$ cat src/rtl/seven_seg_scanner.sv
// Four-digit common-anode seven-segment scanner. The inputs are captured once per frame,
// and one hex digit at a time is driven onto the shared active-low segment lines.
module seven_seg_scanner #(
  parameter int REFRESH_DIV = 100000
) (
  input  logic        clk,
  input  logic        reset,
  input  logic [15:0] value,
  input  logic [3:0]  decimal_point,
  input  logic        blank_leading,
  output logic [3:0]  an,
  output logic [6:0]  seg,
  output logic        dp,
  output logic        frame_done
);

  localparam int CNT_W = (REFRESH_DIV > 2) ? $clog2(REFRESH_DIV) : 1;
  localparam logic [CNT_W-1:0] CNT_MAX = CNT_W'(REFRESH_DIV - 1);

  logic [CNT_W-1:0] cnt_p0;
  logic [1:0]       idx_p0;
  logic             first_cycle;
  logic [15:0]      value_p0;
  logic [3:0]       dpt_p0;
  logic             blank_p0;
  logic             tick;
  logic             load;
  logic [3:0]       blank_mask;
  logic [3:0]       nib;

  function automatic logic [6:0] hex_to_seg(input logic [3:0] h);
    logic [6:0] s;
    case (h)
      4'h0: s = 7'h40;
      4'h1: s = 7'h79;
      4'h2: s = 7'h24;
      4'h3: s = 7'h30;
      4'h4: s = 7'h19;
      4'h5: s = 7'h12;
      4'h6: s = 7'h02;
      4'h7: s = 7'h78;
      4'h8: s = 7'h00;
      4'h9: s = 7'h10;
      4'hA: s = 7'h08;
      4'hB: s = 7'h03;
      4'hC: s = 7'h46;
      4'hD: s = 7'h21;
      4'hE: s = 7'h06;
      default: s = 7'h0E;
    endcase
    return s;
  endfunction

  // A digit is blank only if it and every digit to its left are zero with no decimal point lit.
  function automatic logic [3:0] blank_digits(input logic [15:0] v, input logic [3:0] d,
                                              input logic b);
    logic [3:0] m;
    m[3] = b && (v[15:12] == 4'h0) && !d[3];
    m[2] = m[3] && (v[11:8] == 4'h0) && !d[2];
    m[1] = m[2] && (v[7:4] == 4'h0) && !d[1];
    m[0] = 1'b0;
    return m;
  endfunction

  always_comb begin
    tick       = (cnt_p0 == CNT_MAX);
    load       = (tick && (idx_p0 == 2'd3)) || first_cycle;
    nib        = value_p0[{idx_p0, 2'b00} +: 4];
    blank_mask = blank_digits(value_p0, dpt_p0, blank_p0);
  end

  always_ff @(posedge clk) begin
    if (reset) begin
      cnt_p0        <= '0;
      idx_p0        <= 2'd0;
      first_cycle   <= 1'b1;
      value_p0      <= '0;
      dpt_p0        <= '0;
      blank_p0      <= 1'b0;
      an            <= 4'b1111;
      seg           <= 7'h7F;
      dp            <= 1'b1;
      frame_done    <= 1'b0;
    end else begin
      // Stage p0: scan counters and frame snapshot. The counters hold during the
      // initial load cycle, so the first frame is as long as every later frame.
      first_cycle <= 1'b0;
      frame_done  <= load;
      if (!first_cycle) begin
        cnt_p0 <= tick ? '0 : cnt_p0 + 1'b1;
        if (tick) idx_p0 <= idx_p0 + 2'd1;
      end
      if (load) begin
        value_p0 <= value;
        dpt_p0   <= decimal_point;
        blank_p0 <= blank_leading;
      end
      // Stage p1: registered digit drive, one cycle behind the index and snapshot.
      if (first_cycle || blank_mask[idx_p0]) begin
        an  <= 4'b1111;
        seg <= 7'h7F;
        dp  <= 1'b1;
      end else begin
        an  <= ~(4'b0001 << idx_p0);
        seg <= hex_to_seg(nib);
        dp  <= ~dpt_p0[idx_p0];
      end
    end
  end

endmodule
$ cat config.mk
export PLATFORM = sky130hd
export DESIGN_NAME = seven_seg_scanner
export DESIGN_NICKNAME = d
export VERILOG_FILES = /design/src/rtl/seven_seg_scanner.sv
export SDC_FILE = /design/constraint.sdc
export NUM_CORES = 1
export LEC_CHECK = 0
export ABC_AREA = 0
export BUFFER_PORTS_ARGS = -buffer_cell sky130_fd_sc_hd__buf_2
export CORE_ASPECT_RATIO = 1.5
export CORE_UTILIZATION = 60
export DETAILED_ROUTE_END_ITERATION = 8
export PLACE_DENSITY = 0.89
export SETUP_SLACK_MARGIN = 0.02
export SLEW_MARGIN = 15
export SYNTH_ARGS = -nofsm -noshare
export SYNTH_HDL_FRONTEND = slang
export SYNTH_SLANG_ARGS = --single-unit
$ cat constraint.sdc
create_clock -name clk -period 3.4 [get_ports clk]
set_input_delay 0 -clock clk [delete_from_list [all_inputs] [get_ports clk]]
set_output_delay 0 -clock clk [all_outputs]
set_load 0.1 [all_outputs]
# After elaboration in Yosys (flattened, before gate mapping)
# Memory sizes are Yosys's and may differ from the RTL's. A register that Yosys moved wholly into a read port is not among the register bits.
# Index checks and enable logic that the tools add are counted.
# op_classes
multipliers,0
n_eq_ne,2
shifts,2
n_bitwise,3
n_addsub,2
n_lt_le_gt_ge,1
div,0
reduce_logical,17
n_mux,6
# op_table
cell,count
$add 17x1->17 const B,1
$eq 17x17->1 const B,1
$mux 17,1
$shiftx 16x5->4,1
$logic_not 4->1,3
$logic_and 1x1->1,7
$bmux 1 s2,2
$not 4->4,1
$shl 1x2->4 const A,1
$logic_not 1->1,3
$lt 2x3->1 const B,1
$mux 1,3
$add 2x1->2 const B,1
$eq 2x2->1 const B,1
$logic_or 1x1->1,2
$not 1->1,2
$reduce_and 2->1,1
$reduce_or 2->1,1
# totals
romBits,112
ramBits,0
wordCells,43
output_inout_bits,13
inputBits,23
latchBits,0
mem_count,1
regBits,47
# mem_list
name,words,width,read_ports,rd_ports_with_merged_regs,wr,line,text
(name not given),16,7,1,1,0,33,case (h)

# Longest topological paths before layout
# Gate-level depths: netlist of run 1.
# depth
word_depth,11
mapped_depth,8
ltp_nobuf,6

# Worst setup path after synthesis of run 1
# No wires, ideal clock.
# synth_timing
kind,register to register
from,reg idx_p0[0]
to,reg seg[3]
path_stages_with_launch,8
path_slack_ns,1.333
arrival_time_ns,2.006
required_ns,3.339
setup_time_ns,0.061
period_less_slack_ns,2.067
cell_sequence,dfxtp_1 > buf_2 > mux4_2 > inv_1 > ha_1 > inv_1 > mux4_2 > nand2_1
# synth_between
elab_chain_cells,4
word_cells_on_any_way,5
# synth_lines
element,line,text
"start, declared",21,logic [1:0] idx_p0;
"start signal, assigned",91,if (tick) idx_p0 <= idx_p0 + 2'd1;
$bmux 1 s2,99,if (first_cycle || blank_mask[idx_p0]) begin
$mux 1 (not written as such),99,
$logic_or 1x1->1,99,
$reduce_or 2->1 (no line),n/a,
"end, declared",12,"output logic [6:0] seg,"
# Parallel ways exist; a longest one is shown, timed or not. The select of a mux whose other input is x is not followed.
# A chain may end at the register's enable or synchronous reset.

# Worst setup path after layout of run 1
# Same ends and word-level chain as after synthesis.

==> results of run 1 <==
Yosys cell counts:
master / count
dfxtp_1: 54
nor2_1: 50
mux2i_1: 23
nand2_1: 17
ha_1: 11
inv_1: 10
xor2_1: 10
xnor2_1: 7
clkbuf_1: 6
mux4_2: 6
nand4_1: 6
a21oi_1: 5
o221ai_1: 5
o21ai_0: 4
and3_1: 3
buf_6: 3
nand3_1: 3
nor2b_1: 3
and4_1: 2
a21oi_2: 1
a311oi_1: 1
and3b_1: 1
buf_1: 1
buf_2: 1
buf_4: 1
nand2b_1: 1
nand4b_1: 1
nor3_1: 1
nor4_1: 1
nor4_4: 1
nor4b_1: 1
or4_4: 1
or4b_1: 1
cell families after synthesis:
logic type / after synthesis
mux: 29
flops: 54
simple gates: 93
compound gates: 16
xor+xnor: 17
fa+ha+maj: 11
buf+inv: 22
worst reg2reg max path, cell delays in order, from the launching register on:
cell	delay, ps
dfxtp_1	620
mux4_2	630
inv_1	150
ha_1	260
inv_1	60
mux4_2	440
nand2_1	70
power by group through the flow:
stage               logic (mW)  registers, mW  clock network [mW]
floorplan               0.0759          0.735                   0
global placement         0.152          0.688                   0
detailed placement       0.156          0.689                   0
CTS                      0.175          0.674               0.353
global route             0.190          0.678               0.382
finish                   0.177          0.674               0.347
state kept, by name, summed over array words and instances (netlist names):
| register | count |
|---|---|
| value_p0 | 16 |
| cnt_p0 | 17 |
| an | 4 |
| dpt_p0 | 4 |
| dp | 1 |
| idx_p0 | 2 |
| frame_done | 1 |
| blank_p0 | 1 |
| first_cycle | 1 |
| seg | 7 |
per-layer routing:
layer,global-route usage [%],share of wire (%)
met2,45.8,54
met1,27.9,40
met5,0,0
met4,12.6,2.6
met3,5.33,3.2
through the flow:
step / setup WS (ps) / instances / instance area [um^2] / utilization [%]
3_3_place_gp: 1220 / 310 / 2570 / 68.4
4_1_cts: 1090 / 338 / 2860 / 76.2
6_report: 1110 / 338 / 2860 / 76.2
5_1_grt: 944 / 338 / 2860 / 76.2
3_5_place_dp: 1140 / 310 / 2570 / 68.4
2_1_floorplan: 1330 / 242 / 2390 / -
cell type report:
type / count / share of cell area (%)
tap: 43 / 1.88
clock inverter: 2 / 0.481
timing repair buffer: 58 / 14.0
multi-input combinational: 166 / 42.1
sequential: 54 / 37.8
inverter: 10 / 1.31
clock buffer: 5 / 2.41
timing repair:
item / 4_1_cts / 5_1_grt
hold buffers: 21 / 0
setup buffers: 0 / 0
endpoints found under the hold margin: 21 / 0
cells in the final DEF (no fill, tap or decap), types with 2 or more instances in the layout:
master / synthesis / final
and4_1: 2 / 2
buf_4: 1 / 2
o221ai_1: 5 / 5
clkbuf_8: 0 / 5
xor2_1: 10 / 10
nand3_1: 3 / 3
mux2i_1: 23 / 23
dfxtp_1: 54 / 54
and3_1: 3 / 3
buf_2: 1 / 35
dlygate4sd3_1: 0 / 21
nand2_1: 17 / 17
nor2_1: 50 / 50
ha_1: 11 / 11
nor2b_1: 3 / 3
a21oi_1: 5 / 5
mux4_2: 6 / 6
xnor2_1: 7 / 7
o21ai_0: 4 / 4
inv_1: 10 / 10
nand4_1: 6 / 6
worst max path at each step:
stage | to | startpoint | slack [ps]
3_5_place_dp | seg[3]$_SDFF_PP1_ | idx_p0[0]$_SDFFE_PP0P_ | 1140
5_1_grt | seg[3]$_SDFF_PP1_ | idx_p0[0]$_SDFFE_PP0P_ | 940
4_1_cts | seg[3]$_SDFF_PP1_ | idx_p0[0]$_SDFFE_PP0P_ | 1090
2_1_floorplan | seg[3]$_SDFF_PP1_ | idx_p0[0]$_SDFFE_PP0P_ | 1330
3_3_place_gp | seg[3]$_SDFF_PP1_ | idx_p0[0]$_SDFFE_PP0P_ | 1220
6_report | seg[3]$_SDFF_PP1_ | idx_p0[0]$_SDFFE_PP0P_ | 1110
==> metrics.md, run 1 <==
| Metric | Value |
|---|---|
| Worst hold endpoint | `first_cycle$_DFF_P_` |
| Compound-Gate Fraction of Synth Area | `approximately 4.4%` |
| Startpoint type of the worst setup path | `register` |
| RSZ-0062 raised after global routing | `no` |
| Worst flop-to-flop path startpoint | `idx_p0[0]$_SDFFE_PP0P_` |
| CTS sink cnt | `54` |
| CTS tree | `built` |
| Logic pwr share | `between 10 and 15%` |
| Max Fclk | `approximately 440 MHz` |
| Fill cells | `approximately 240` |
| CP Class | `register to register` |
| Starting Density | `63.9%` |
| Chip Height | `79.4 um` |
| Die Wd | `between 50 and 60 um` |
| Synthesized area | `between 2000 and 2500 um^2` |
| Tightest Pin Transition | `roughly 650 ps` |
| Clock power share | `28.9%` |
| Total CTS buffers | `5` |
| CP max stage delay | `~630 ps` |
| Register bit total from synthesis | `between 50 and 60` |
| Worst slew margin | `between 50% and 60%` |
| Area delta synth->final | `19.4%` |
| First-pass GRT wire length | `between 8000 and 9000 um` |
| Initial antenna violation count | `0` |
| Max-Cap Viols | `0` |
| Placer Congestion | `approximately 1` |
| Largest net degree at the start of global routing | `28` |
| Critical path data required time | `3650 ps` |
| Final wirelength | `4780 um` |
| Hold depth | `1` |
| CTS H-tree depth | `2` |
| FF-to-FF End | `seg[3]$_SDFF_PP1_` |
| Stages on the worst setup path | `6` |
| Hold_sp | `reset` |
| Area of the multi-input gates | `between 1000 and 1500 um^2` |
| Top cells by area, synth | `dfxtp_1 (45%), mux2i_1 (9.6%), nor2_1 (7.8%)` |
| Slowest CP cell | `mux4_2` |
| Sequential area share after synthesis | `a little under half` |
| Max VDD drop | `roughly 0.45 mV` |
| Yosys top cell area share | `between 40% and 50%` |
| R2R cell count | `6` |
| Root buf cell | `clkbuf_8` |
| Top cell type by total area after synthesis | `dfxtp_1` |
| DRC viols | `0` |
| Diodes inserted | `0` |
| LEAKAGE | `about 1.2 nW` |
| Worst skew pair latency | `between 300 and 400 ps` |
| Drt pass-1 iters | `4` |
| Via/cell ratio | `roughly 5.6` |
| Buf+Inv Stages, Crit Path | `2` |
| Synth Area per Inst | `between 9 and 10 um^2` |
| Post-synth cell types | `33` |
| Hold slack | `between 50 and 60 ps` |
| Status | `finished clean` |
| Syn nets | `between 200 and 300` |
| Clk_skew | `between 7 and 8 ps` |
| Minimum clock period | `around 2300 ps` |
| Routed Antenna Nets | `0` |
| Avg WL per Cell | `approximately 14 um` |
| Critical path's top delay family | `multiplexers` |
| Synth Area in Simple Gates | `between 10% and 20%` |
| Final Cycle Share | `around two thirds` |
| Nets | `329` |
| Total track usage | `approximately 26%` |
| Boundary Pins | `36` |
| Post-Synth XOR/XNOR Area | `6.22%` |
| Setup crit end kind | `register` |
| Port Buffers | `35` |
| Internal power | `between 800 and 900 uW` |
| Total die area | `around 4300 um^2` |
| Mux cell area share after synthesis | `between 10% and 20%` |
| Post-CTS resize count | `0` |
| PwrDens | `419 nW/um^2` |
| Clock transition at the registers of the reported paths | `90 ps` |
| FF+latch area | `1080 um^2` |
| Via count | `1894` |
| DR iter-0 viols | `55` |
| Core Footprint | `3750 um^2` |
| R2R setup slack | `1110 ps` |
| Switching power | `331 uW` |
| Synth Area in Adders | `5.75%` |
| Total power | `around 1.2 mW` |
| YS warnings | `0` |
| Final hold viol count | `0` |
| Bufs on Longest Clock Path | `2` |
| Share of cells above drive strength 1 | `between 15 and 20%` |
| Cells along the critical path | `mux4_2, inv_1, ha_1, inv_1, mux4_2, nand2_1` |
| Grt ovf | `0` |
| Worst Hold Class | `input pin to register` |
| Detailed placement HPWL | `approximately 3200 um` |
| CP max FO | `10` |
| Final setup violation count | `0` |
| Vias in the first global route | `between 1.5k and 2k` |
| Main combinational cell family by area after synthesis | `simple AND/OR/NAND/NOR gates` |
| CP arrival | `2540 ps` |
| Setup_tns | `0 ps` |
| Sw Share | `27.7%` |
| Sequential power share | `approximately 56%` |
| Max Slew Vio Count | `0` |
| Cells after Synth | `between 200 and 250` |
| Cell row count | `27` |
Note: power is estimated with default switching activity, not from simulation.
==> run 2: changes to the inputs <==
CORE_UTILIZATION = 56   (was 60)
PLACE_DENSITY = 0.85   (was 0.89)
clock period = 2.2 ns   (was 3.4 ns; I/O delays follow)
==> run 2 against run 1 <==
Effect of this change:
- via count down 0.74%
- worst setup slack worse by 940 ps
- worst hold slack better by 12 ps
- critical path depth unchanged
- largest power group unchanged
==> metrics.md, run 2 (synthesis results as in run 1) <==
| Metric | Value |
|---|---|
| Final instance area | `2890 um^2 (was 2860 um^2)` |
| Total power | `1.87 mW (was 1.20 mW)` |
| Most common cell after layout, fill and taps aside | `dfxtp_1 (unchanged)` |
| Worst flop-to-flop path startpoint | `idx_p0[0]$_SDFFE_PP0P_ (unchanged)` |
| Final setup violation count | `0 (unchanged)` |
| Root buf cell | `clkbuf_8 (unchanged)` |
| Pre-CTS setup slack | `85.2 ps (was 1140 ps)` |
| Die Wd | `55.4 um (was 53.6 um)` |
| Port Buffers | `35 (unchanged)` |
| Clock power share | `29.5% (was 28.9%)` |
| Cell row count | `28 (was 27)` |
| Total track usage | `22.6% (was 25.9%)` |
| Drt pass-1 iters | `4 (unchanged)` |
| Critical path data required time | `2450 ps (was 3650 ps)` |
| Area of the multi-input gates | `1200 um^2 (unchanged)` |
| Chip Height | `82.1 um (was 79.4 um)` |
| CTS sink cnt | `54 (unchanged)` |
| Area delta synth->final | `20.7% (was 19.4%)` |
| Total die area | `4550 um^2 (was 4250 um^2)` |
| Worst Hold Class | `input pin to register (unchanged)` |
| RSZ-0062 raised after global routing | `no (unchanged)` |
| Sequential power share | `55.7% (was 56.3%)` |
| FF-to-FF End | `seg[3]$_SDFF_PP1_ (unchanged)` |
| PwrDens | `647 nW/um^2 (was 419 nW/um^2)` |
| Internal power | `1.35 mW (was 866 uW)` |
| Largest register FFs | `17 (unchanged)` |
| Clk_skew | `14.7 ps (was 7.42 ps)` |
| Bufs on Longest Clock Path | `2 (unchanged)` |
| Max Slew Vio Count | `0 (unchanged)` |
| Grt ovf | `0 (unchanged)` |
| Minimum clock period | `2030 ps (was 2290 ps)` |
| Sw Share | `28.1% (was 27.7%)` |
| LEAKAGE | `1.22 nW (was 1.20 nW)` |
| DRC viols | `0 (unchanged)` |
| CP Class | `register to register (unchanged)` |
| Avg WL per Cell | `14.1 um (about the same)` |
| Tightest Pin Transition | `489 ps (was 649 ps)` |
| Nets | `332 (was 329)` |
| Boundary Pins | `36 (unchanged)` |
| Core Footprint | `4030 um^2 (was 3750 um^2)` |
| Setup crit end kind | `register (unchanged)` |
| Max-Cap Viols | `0 (unchanged)` |
| Startpoint type of the worst setup path | `register (unchanged)` |
| # Post-CTS Setup Buffers | `0 (unchanged)` |
| Min setup slack post-route | `170 ps (was 1110 ps)` |
| Max Fclk | `493 MHz (was 437 MHz)` |
| First-pass GRT wire length | `8080 um (unchanged)` |
| Detailed placement HPWL | `3210 um (about the same)` |
| R2R cell count | `6 (unchanged)` |
| Most frequent cells in the layout | `dfxtp_1 (53), nor2_1 (50), buf_2 (35) (was dfxtp_1 (54), nor2_1 (50), buf_2 (35))` |
| Share of cells above drive strength 1 | `19.4% (was 18.0%)` |
| CP max FO | `6 (was 10)` |
| Setup_tns | `0 ps (unchanged)` |
| Crit path from | `idx_p0[0]$_SDFFE_PP0P_ (unchanged)` |
| Starting Density | `59.4% (was 63.9%)` |
| Hold slack | `62.8 ps (was 51.2 ps)` |
| Max VDD drop | `0.760 mV (was 0.451 mV)` |
| Largest net degree at the start of global routing | `28 (unchanged)` |
| Top Registers | `cnt_p0: 17 flops, value_p0: 16 flops, seg: 7 flops (unchanged)` |
| CTS H-tree depth | `2 (unchanged)` |
| Worst Setup EP | `seg[3]$_SDFF_PP1_ (unchanged)` |
| Worst slew margin | `67.6% (was 56.8%)` |
| Via count | `1880 (was 1894)` |
| Fill cells | `272 (was 244)` |
| DR iter-0 viols | `57 (was 55)` |
| Placer Congestion | `0.951 (was 0.984)` |
| Placed cell area | `2590 um^2 (was 2570 um^2)` |
| Via/cell ratio | `5.47 (was 5.60)` |
| Switching power | `526 uW (was 331 uW)` |
| Total CTS buffers | `5 (unchanged)` |
| Logic pwr share | `14.8% (about the same)` |
| Largest Register | `cnt_p0 (unchanged)` |
| Vias in the first global route | `1783 (was 1906)` |
| Hold_sp | `reset (unchanged)` |
| Worst skew pair latency | `310 ps (about the same)` |
| CP arrival | `2280 ps (was 2540 ps)` |
| CTS tree | `built (unchanged)` |
| Status | `finished clean (unchanged)` |
| Final wirelength | `4860 um (was 4780 um)` |
| Final hold viol count | `0 (unchanged)` |
| Initial antenna violation count | `0 (unchanged)` |
| Final Cycle Share | `92.3% (was 67.3%)` |
| Diodes inserted | `0 (unchanged)` |
| R2R setup slack | `170 ps (was 1110 ps)` |
| Clock transition at the registers of the reported paths | `100 ps (was 90 ps)` |
| FF+latch area | `1080 um^2 (about the same)` |
| Routed Antenna Nets | `0 (unchanged)` |
## run 2: worst min-delay path by stage
stage | end | slack (ps) | cells after the start
after floorplan | first_cycle$_DFF_P_ | 30 | 0
after global placement | dpt_p0[2]$_SDFFE_PP0P_ | 230 | 3
after detailed placement | value_p0[11]$_SDFFE_PP0P_ | 240 | 3
after CTS | first_cycle$_DFF_P_ | 50 | 1
after global routing | first_cycle$_DFF_P_ | 70 | 1
final | first_cycle$_DFF_P_ | 60 | 1
## run 2: worst max-delay path, cell delays in order, from the launching register on
cell     delay, ps
dfxtp_2        420
mux4_2         590
inv_1          150
ha_1           250
inv_1           60
mux4_2         440
nand2_1         70
## run 2: power by group through the flow
stage	logic (mW)	clock network [mW]	registers, mW
CTS	0.273	0.558	1.04
detailed placement	0.245	0	1.06
global route	0.297	0.584	1.05
floorplan	0.117	0	1.14
finish	0.278	0.552	1.04
global placement	0.236	0	1.06
## run 2: what timing repair did
item | in CTS | in global routing
resized for setup | 0 | 1
hold buffers | 21 | 0
hold endpoints to repair | 21 | 0
setup endpoints to repair | 0 | 1
## run 2: routing by layer
layer | track usage [%] | share of wire (%) | wire length, um
met5 | 0 | 0 | 0
met4 | 8.75 | 1.6 | 78
met3 | 4.36 | 3.7 | 180
met2 | 43.4 | 55 | 2660
met1 | 24.5 | 40 | 1940
## run 2: metrics by stage
| step | cells | util, % |
|---|---|---|
| floorplan | 242 | - |
| global placement | 315 | 64.3 |
| detailed placement | 315 | 64.3 |
| CTS | 344 | 71.7 |
| global route | 344 | 71.7 |
| finish | 344 | 71.7 |
## run 2: final cells by class
| type | count | area share [%] |
|---|---|---|
| Inverter | 10 | 1.30 |
| Tap cell | 45 | 1.95 |
| Clock buffer | 5 | 2.38 |
| Timing Repair Buffer | 61 | 14.6 |
| Sequential cell | 54 | 37.4 |
| Clock inverter | 3 | 0.649 |
| Multi-Input combinational cell | 166 | 41.6 |
